==> src/rtl/err_stat_if.sv <==
// Sample-pair and result bundle for err_stat_monitor.
// The bench or stimulus side uses master; the monitor uses slave.
interface err_stat_if #(
  parameter int DATA_W = 32,
  parameter int CNT_W  = 16
);
  logic                           start;
  logic [CNT_W-1:0]               win_len;
  logic                           in_valid;
  logic                           in_ready;
  logic signed [DATA_W-1:0]       appr;
  logic signed [DATA_W-1:0]       accu;
  logic                           busy;
  logic                           out_valid;
  logic                           out_ready;
  logic signed [DATA_W+CNT_W:0]   err_sum;
  logic [2*DATA_W+CNT_W-1:0]      err_sq_sum;
  logic [DATA_W+CNT_W-1:0]        abs_accu_sum;
  logic [CNT_W-1:0]               er0_cnt;
  logic [CNT_W-1:0]               er1_cnt;

  modport master (
    output start, win_len, in_valid, appr, accu, out_ready,
    input  in_ready, busy, out_valid, err_sum, err_sq_sum, abs_accu_sum, er0_cnt, er1_cnt
  );

  modport slave (
    input  start, win_len, in_valid, appr, accu, out_ready,
    output in_ready, busy, out_valid, err_sum, err_sq_sum, abs_accu_sum, er0_cnt, er1_cnt
  );
endinterface

==> src/rtl/err_stat_monitor.sv <==
// Windowed error statistics between an approximate unit and its accurate reference.
// Optional macro ERR_SQ_EN adds the pipelined squared-error accumulator and the DRAIN state.
module err_stat_monitor #(
  parameter int DATA_W = 32,
  parameter int CNT_W  = 16,
  parameter int THRESH = 16
) (
  input logic       clk,
  input logic       rst_n,
  err_stat_if.slave mon
);
  localparam int ESUM_W = DATA_W + 1 + CNT_W;
  localparam int SQ_W   = 2*DATA_W + CNT_W;
  localparam int ABS_W  = DATA_W + CNT_W;

  typedef enum logic [1:0] {IDLE, ACCUM, DRAIN, REPORT} state_t;

  state_t                    state_reg, state_next;
  logic [CNT_W-1:0]          win_len_reg, cnt_reg;
  logic signed [ESUM_W-1:0]  err_sum_reg;
  logic [ABS_W-1:0]          abs_sum_reg;
  logic [CNT_W-1:0]          er0_reg, er1_reg;
  logic                      in_ready, busy, out_valid;
  logic                      accept, start_ok, last;
  logic signed [DATA_W:0]    err, accu_ext;
  logic [DATA_W:0]           abs_accu;
  logic                      hi_diff;

  assign accept   = mon.in_valid & in_ready;
  assign start_ok = (state_reg == IDLE) & mon.start;
  assign last     = accept & (cnt_reg == win_len_reg - CNT_W'(1));

  assign err      = $signed({mon.appr[DATA_W-1], mon.appr}) - $signed({mon.accu[DATA_W-1], mon.accu});
  assign accu_ext = $signed({mon.accu[DATA_W-1], mon.accu});
  // One extra bit so that the most negative reference negates exactly.
  assign abs_accu = accu_ext[DATA_W] ? $unsigned(-accu_ext) : $unsigned(accu_ext);
  assign hi_diff  = mon.appr[DATA_W-1:THRESH] != mon.accu[DATA_W-1:THRESH];

  always_ff @(posedge clk) begin
    if (!rst_n) state_reg <= IDLE;
    else        state_reg <= state_next;
  end

  always_comb begin
    state_next = state_reg;
    case (state_reg)
      IDLE:    if (mon.start) state_next = (mon.win_len == '0) ? REPORT : ACCUM;
`ifdef ERR_SQ_EN
      ACCUM:   if (last) state_next = DRAIN;
`else
      ACCUM:   if (last) state_next = REPORT;
`endif
      DRAIN:   state_next = REPORT;
      REPORT:  if (mon.out_ready) state_next = IDLE;
      default: state_next = IDLE;
    endcase
  end

  always_comb begin
    in_ready  = (state_reg == ACCUM);
    busy      = (state_reg != IDLE);
    out_valid = (state_reg == REPORT);
  end

  always_ff @(posedge clk) begin
    if (!rst_n) begin
      win_len_reg <= '0;
      cnt_reg     <= '0;
      err_sum_reg <= '0;
      abs_sum_reg <= '0;
      er0_reg     <= '0;
      er1_reg     <= '0;
    end else if (start_ok) begin
      win_len_reg <= mon.win_len;
      cnt_reg     <= '0;
      err_sum_reg <= '0;
      abs_sum_reg <= '0;
      er0_reg     <= '0;
      er1_reg     <= '0;
    end else if (accept) begin
      cnt_reg     <= cnt_reg + CNT_W'(1);
      err_sum_reg <= err_sum_reg + ESUM_W'(err);
      abs_sum_reg <= abs_sum_reg + ABS_W'(abs_accu);
      er0_reg     <= er0_reg + CNT_W'(err != '0);
      er1_reg     <= er1_reg + CNT_W'(hi_diff);
    end
  end

`ifdef ERR_SQ_EN
  logic signed [2*DATA_W+1:0] sq_reg;
  logic                       sq_vld_reg;
  logic [SQ_W-1:0]            sq_sum_reg;

  // The product is registered first; its accumulation trails by one cycle, hence DRAIN.
  always_ff @(posedge clk) begin
    if (!rst_n) begin
      sq_reg     <= '0;
      sq_vld_reg <= 1'b0;
      sq_sum_reg <= '0;
    end else if (start_ok) begin
      sq_reg     <= '0;
      sq_vld_reg <= 1'b0;
      sq_sum_reg <= '0;
    end else begin
      sq_vld_reg <= accept;
      if (accept)     sq_reg     <= err * err;
      if (sq_vld_reg) sq_sum_reg <= sq_sum_reg + SQ_W'($unsigned(sq_reg));
    end
  end

  assign mon.err_sq_sum = sq_sum_reg;
`else
  assign mon.err_sq_sum = '0;
`endif

  assign mon.in_ready     = in_ready;
  assign mon.busy         = busy;
  assign mon.out_valid    = out_valid;
  assign mon.err_sum      = err_sum_reg;
  assign mon.abs_accu_sum = abs_sum_reg;
  assign mon.er0_cnt      = er0_reg;
  assign mon.er1_cnt      = er1_reg;
endmodule

==> src/flat_wrapper.sv <==
// flat-port wrapper written by rule: the top's interface ports become plain ports
module err_stat_monitor_flat 
#(
  parameter int DATA_W = 32,
  parameter int CNT_W  = 16,
  parameter int THRESH = 16
)
  (clk, rst_n, mon_start, mon_win_len, mon_in_valid, mon_appr, mon_accu, mon_out_ready, mon_in_ready, mon_busy, mon_out_valid, mon_err_sum, mon_err_sq_sum, mon_abs_accu_sum, mon_er0_cnt, mon_er1_cnt);
  err_stat_if #(.DATA_W(DATA_W), .CNT_W(CNT_W)) mon_i ();
  input logic clk;
  input logic rst_n;
  input wire logic [$bits(mon_i.start)-1:0] mon_start;
  input wire logic [$bits(mon_i.win_len)-1:0] mon_win_len;
  input wire logic [$bits(mon_i.in_valid)-1:0] mon_in_valid;
  input wire logic [$bits(mon_i.appr)-1:0] mon_appr;
  input wire logic [$bits(mon_i.accu)-1:0] mon_accu;
  input wire logic [$bits(mon_i.out_ready)-1:0] mon_out_ready;
  output wire logic [$bits(mon_i.in_ready)-1:0] mon_in_ready;
  output wire logic [$bits(mon_i.busy)-1:0] mon_busy;
  output wire logic [$bits(mon_i.out_valid)-1:0] mon_out_valid;
  output wire logic [$bits(mon_i.err_sum)-1:0] mon_err_sum;
  output wire logic [$bits(mon_i.err_sq_sum)-1:0] mon_err_sq_sum;
  output wire logic [$bits(mon_i.abs_accu_sum)-1:0] mon_abs_accu_sum;
  output wire logic [$bits(mon_i.er0_cnt)-1:0] mon_er0_cnt;
  output wire logic [$bits(mon_i.er1_cnt)-1:0] mon_er1_cnt;
  assign mon_i.start = mon_start;
  assign mon_i.win_len = mon_win_len;
  assign mon_i.in_valid = mon_in_valid;
  assign mon_i.appr = mon_appr;
  assign mon_i.accu = mon_accu;
  assign mon_i.out_ready = mon_out_ready;
  assign mon_in_ready = mon_i.in_ready;
  assign mon_busy = mon_i.busy;
  assign mon_out_valid = mon_i.out_valid;
  assign mon_err_sum = mon_i.err_sum;
  assign mon_err_sq_sum = mon_i.err_sq_sum;
  assign mon_abs_accu_sum = mon_i.abs_accu_sum;
  assign mon_er0_cnt = mon_i.er0_cnt;
  assign mon_er1_cnt = mon_i.er1_cnt;
  err_stat_monitor #(.DATA_W(DATA_W), .CNT_W(CNT_W), .THRESH(THRESH)) u_core (.clk(clk), .rst_n(rst_n), .mon(mon_i));
endmodule
==> config.mk <==
export PLATFORM = sky130hd
export DESIGN_NAME = err_stat_monitor_flat
export DESIGN_NICKNAME = d
export VERILOG_FILES = /design/src/rtl/err_stat_if.sv /design/src/rtl/err_stat_monitor.sv /design/src/flat_wrapper.sv
export SDC_FILE = /design/constraint.sdc
export NUM_CORES = 1
export LEC_CHECK = 0
export BUFFER_PORTS_ARGS = -buffer_cell sky130_fd_sc_hd__buf_2
export CORE_AREA = 2 2 217 134
export CTS_CLUSTER_DIAMETER = 40
export DETAILED_ROUTE_END_ITERATION = 7
export DIE_AREA = 0 0 219 136
export GPL_ROUTABILITY_DRIVEN = 0
export GPL_TIMING_DRIVEN = 0
export PLACE_DENSITY = 0.82
export SLEW_MARGIN = 20
export SYNTH_ARGS = -nofsm -noshare
export SYNTH_HDL_FRONTEND = slang
export SYNTH_SLANG_ARGS = --single-unit
==> constraint.sdc <==
create_clock -name clk -period 4.65 [get_ports clk]
set_input_delay 0.2325 -clock clk [delete_from_list [all_inputs] [get_ports clk]]
set_output_delay 0.2325 -clock clk [all_outputs]
set_load 0.005 [all_outputs]
=== After elaboration in Yosys (flattened, before gate mapping) ===
Index checks and enable logic that the tools add are counted.

* Register bits after elaboration: 163
* Output and inout port bits: 212

* $add $sub $neg: 8
* Reduce and logical (&&, ||, !) cells: 6
* Equality and inequality tests: 8
* Muxes and demuxes: 6
* Bitwise logic cells: 4

{| class="wikitable"
|+ Operators by type and width
! operator !! number
|-
| $add 49x33->49 || 1
|-
| $add 48x33->48 || 1
|-
| $mux 33 || 1
|-
| $neg 32->33 || 1
|-
| $reduce_bool 33->1 || 1
|-
| $sub 32x32->33 || 1
|-
| $add 16x1->16 || 2
|-
| $add 16x1->16 const B || 1
|-
| $eq 16x16->1 || 1
|-
| $logic_not 16->1 || 1
|-
| $ne 16x16->1 || 1
|-
| $sub 16x1->16 const B || 1
|-
| $mux 2 || 4
|-
| $pmux 2 s4 || 1
|-
| $ne 2x2->1 const B || 3
|-
| $eq 2x2->1 const B || 2
|-
| $and 1x1->1 || 3
|-
| $reduce_and 3->1 || 1
|-
| $eq 2x1->1 const B || 1
|-
| $logic_not 2->1 || 1
|-
| $reduce_bool 2->1 || 1
|-
| $reduce_or 2->1 || 1
|-
| $not 1->1 || 1
|}

=== Logic depth before layout (Yosys ltp) ===
* Depth after elaboration: 5
* Gate-level depth with buffers: 25

=== Worst setup path after synthesis ===
No wires, ideal clock.

* Path kind: in2reg
* Start: input port mon_appr[0]
* End: register u_core.er0_reg[15] (netlist: u_core.mon.er0_cnt[15])
* Stages on the path: 18
* Buffers on the path: 0
* Path slack: -0.341 ns
* Arrival time: 4.864 ns
* Cell sequence: inv_1 -> ha_1 -> fa_1 -> nand2_8 -> or4_1 -> a2111o_1 -> or4_1 -> or4_1 -> or4b_1 -> or4_1 -> or4_1 -> ha_1 -> and4_1 -> nand3_1 -> nor2_1 -> nand3_1 -> xor2_1 -> nor2_1

* Cells in the longest elaborated chain, start to end: 3

{| class="wikitable"
|+ Ends and longest elaborated chain
! what !! RTL line !! text
|-
| start: declaration || flat_wrapper.sv:15 || <nowiki>input wire logic [$bits(mon_i.appr)-1:0] mon_appr;</nowiki>
|-
| $sub 32x32->33 || err_stat_monitor.sv:33 || <nowiki>assign err = $signed({mon.appr[DATA_W-1], mon.appr}) - $signed({mon.accu[DATA_W-1], mon.accu});</nowiki>
|-
| $reduce_bool 33->1 || err_stat_monitor.sv:84 || <nowiki>er0_reg <= er0_reg + CNT_W'(err != '0);</nowiki>
|-
| $add 16x1->16 || err_stat_monitor.sv:84 ||
|-
| end signal: assignment || err_stat_monitor.sv:84 ||
|-
| end: declaration || err_stat_monitor.sv:22 || <nowiki>logic [CNT_W-1:0] er0_reg, er1_reg;</nowiki>
|}

Every way passes these cells.
A chain may end at the register's enable or synchronous reset.

=== Worst setup path in the final report ===
* Start: input port mon_accu[0]
* End: register u_core.er0_reg[14] (netlist: u_core.mon.er0_cnt[14])

* Cells in the longest elaborated chain, start to end: 3

{| class="wikitable"
|+ Ends and longest elaborated chain
! what !! RTL line !! text
|-
| start: declaration || flat_wrapper.sv:16 || <nowiki>input wire logic [$bits(mon_i.accu)-1:0] mon_accu;</nowiki>
|-
| $sub 32x32->33 || err_stat_monitor.sv:33 ||
|-
| $reduce_bool 33->1 || err_stat_monitor.sv:84 ||
|-
| $add 16x1->16 || err_stat_monitor.sv:84 ||
|}

Every way passes these cells.

==> metrics <==
top cell type's share of synthesized area around a quarter; Primary FF master, synth dfxtp_1; Max Root-Sink Buffers 2; final worst path period share 105%; Design Power 4.81 mW; met1 WL 20900 um; Slew Limit Fails 0; DRC violations left 0; Worst-path clk slew roughly 70 ps; CTS tree done; die width 219 um; startpoint class of the critical path primary input; post-synth design cell area 14000 um2; Clock Sinks ~160; NetSw 1.78 mW; yosys warns 0; most common cell after layout, fill and taps aside nand2_1; drt total wl 48600 um; min Tclk post-route 4900 ps; DR top layer met5; Crit. End Element flip-flop; Initial DRC Count 1588; RSZ-0062 raised after global routing true; slowest cell on the critical path or4b_4; first-pass GRT wire length 71800 um; H-tree levels 4; FILL cells 2480; TritonRoute pass-1 iters 7; Overflow after GRT 0; CTS buffer count 17; NumNets Final between 2000 and 2500; CTS Hold Bufs 0; peak supply drop 0.000222 V; routed length on met3 5810 um; global router's overall resource usage 30.9%; synth top area cells dfxtp_1 (23%), ha_1 (11%), nand2_1 (7.0%), a21oi_1 (6.6%), xnor2_1 (6.1%); internal power around 3 mW; Core Area 28000 um2; CP bufs+invs 1; met2 routed WL 20200 um; Slew HR around 18%; Seq/Total Area, Yosys between 20% and 30%; largest net degree at the start of global routing 23; Required @ worst endpoint about 5000 ps; status finished, violations left; flops & latches, synth 163; initial antenna violation count 7; I/O Buffers ~220; fin util 62.1%; setup ws final -253 ps; Rows 48; max-cap check violation count 0; max FFs per register approximately 50; worst skew pair latency around 460 ps; max incr delay on CP between 500 and 600 ps; post-synth cell types 73; root buffer cell clkbuf_16; CP Max Fanout 5; Max Fclk 0.204 GHz; Worst Skew 11.9 ps; vias per inst 5.86; number of global-route vias before repair 13400; Ports just under 300; Leak Pwr roughly 8.1 nW; Final Hold Fails 0; Slew @ Worst Pin 1230 ps; CP Cell Sequence buf_8, ha_4, fa_2, nor2b_4, o21ai_2, nand2_2, xor2_2, or4_4, a2111o_1, or4_1, or4_4, or4b_4, or4_1, or4_4, ha_4, ha_4, nand4_1, nor2_4, nand4_1, xor2_1, nor2_1; final setup violating endpoints 18; synthesized area per cell between 7 and 8 um2; type of the worst setup path in2reg; fraction of registers with async set or reset after synthesis 0%; PD cells 277 nW/um2; WL/cell 18.7 um; post-route ant nets 0; vias after detailed routing 15200; most frequent cells in the layout nand2_1 (259), buf_2 (211), a21oi_1 (174); HPWL after detailed placement 37000 um; Area Growth Syn to Fin 24.5%; critical path data arrival time 5230 ps; failing checks negative setup slack; Die Area 29800 um2; share of cells above drive strength 1 21.6%; number of synthesized flops with an enable pin 0; DP Worst Slack -1200 ps; Reg power frac 31.2%; Net Sw Frac 36.9%; starting density of the core around half; Clock power frac 31.2%; die height roughly 140 um; hold crit path type in2reg; logic gate share of total power 37.6%; CP top delay family simple AND/OR/NAND/NOR gates; synthesized instance count 1860; area leader, netlist dfxtp_1
metal layers:
layer | GRT usage (%) | vias to the layer above
met2 | 44.7 | 859
met1 | 42.8 | 7105
met4 | 12.7 | 2
met3 | 8.79 | 117
met5 | 0 | -
li1 | - | 7114
final cells by class:
class                      instances  area, um2  area share [%]
tap                              375        469            2.70
antenna                            7       17.5           0.101
clock buffer                      19        443            2.55
clock inverter                    12        158           0.907
inverter                          74        293            1.68
multi-input combinational       1551      10500            60.5
buffer                           144        853            4.91
sequential                       163       3260            18.8
timing repair buffer             250       1380            7.91
per-stage QoR:
step / TNS (ps) / instance area, um2 / std cells / hold WS [ps]
global route: -4470 / 17400 / 2592 / 46.6
floorplan: -1320 / 14400 / 1940 / 377
finish: -2370 / 17400 / 2595 / 36.5
CTS: -883 / 16800 / 2571 / 25.1
detailed placement: -34140 / 15900 / 2530 / 466
global placement: -29440 / 15900 / 2530 / 459
power groups by stage:
stage	clock, mW	combinational, mW	sequential (mW)
6_report	1.50	1.81	1.50
5_1_grt	1.56	1.95	1.51
4_1_cts	1.51	1.63	1.50
3_5_place_dp	0	1.56	1.53
3_3_place_gp	0	1.52	1.53
2_1_floorplan	0	1.15	1.52
repair_timing:
action / in CTS / in global routing
resized for setup: 49 / 85
buffers inserted: 14 / 22
endpoints found under the setup margin: 33 / 48
cloned: 0 / 1
pin swaps: 19 / 33
worst paths after layout:
path                            slack (ps)                     end                   start  cells after the start
worst max-delay path                  -250  u_core.mon.er0_cnt[14]             mon_accu[0]                     21
worst min-delay path                    40   u_core.win_len_reg[4]          mon_win_len[4]                      3
worst max register to register         770  u_core.mon.err_sum[24]   u_core.mon.err_sum[0]                     13
worst min register to register         480  u_core.mon.err_sum[36]  u_core.mon.err_sum[36]                      2
Yosys cell counts (all sizes together), types with 3 or more instances:
master and n:
a221o 3, o21ai 89, and3 37, and4 5, a221oi 6, nand4 34, ha 126, or3 21
and2 17, nor2b 7, o41ai 4, a21boi 21, buf 93, nand4b 3, a21o 69, nand2 262
a2111oi 3, o21ba 3, xnor2 97, inv 74, a31oi 17, dfxtp 163, nor2 126, xor2 86
a41oi 4, o21a 16, mux2i 7, nand2b 9, o31ai 14, a211oi 17, o21bai 11, nand3 53
nor3 28, or4 11, nor4 19, or2 7, fa 3, nand3b 3, clkbuf 60, a21oi 185
o211ai 13, a31o 6, a211o 4
kinds of logic after synthesis:
group	synth area share, %
simple gates	21.9
compound gates	22.6
buf+inv	8.26
xor+xnor	11.5
flops	23.4
fa+ha+maj	11.7
mux	0.583
other cells	0.0269
worst min-delay path: stages:
cell,delay (ps)
buf_2,100
nand2_1,40
a21boi_0,70
Power figures use the tool's default switching activity.
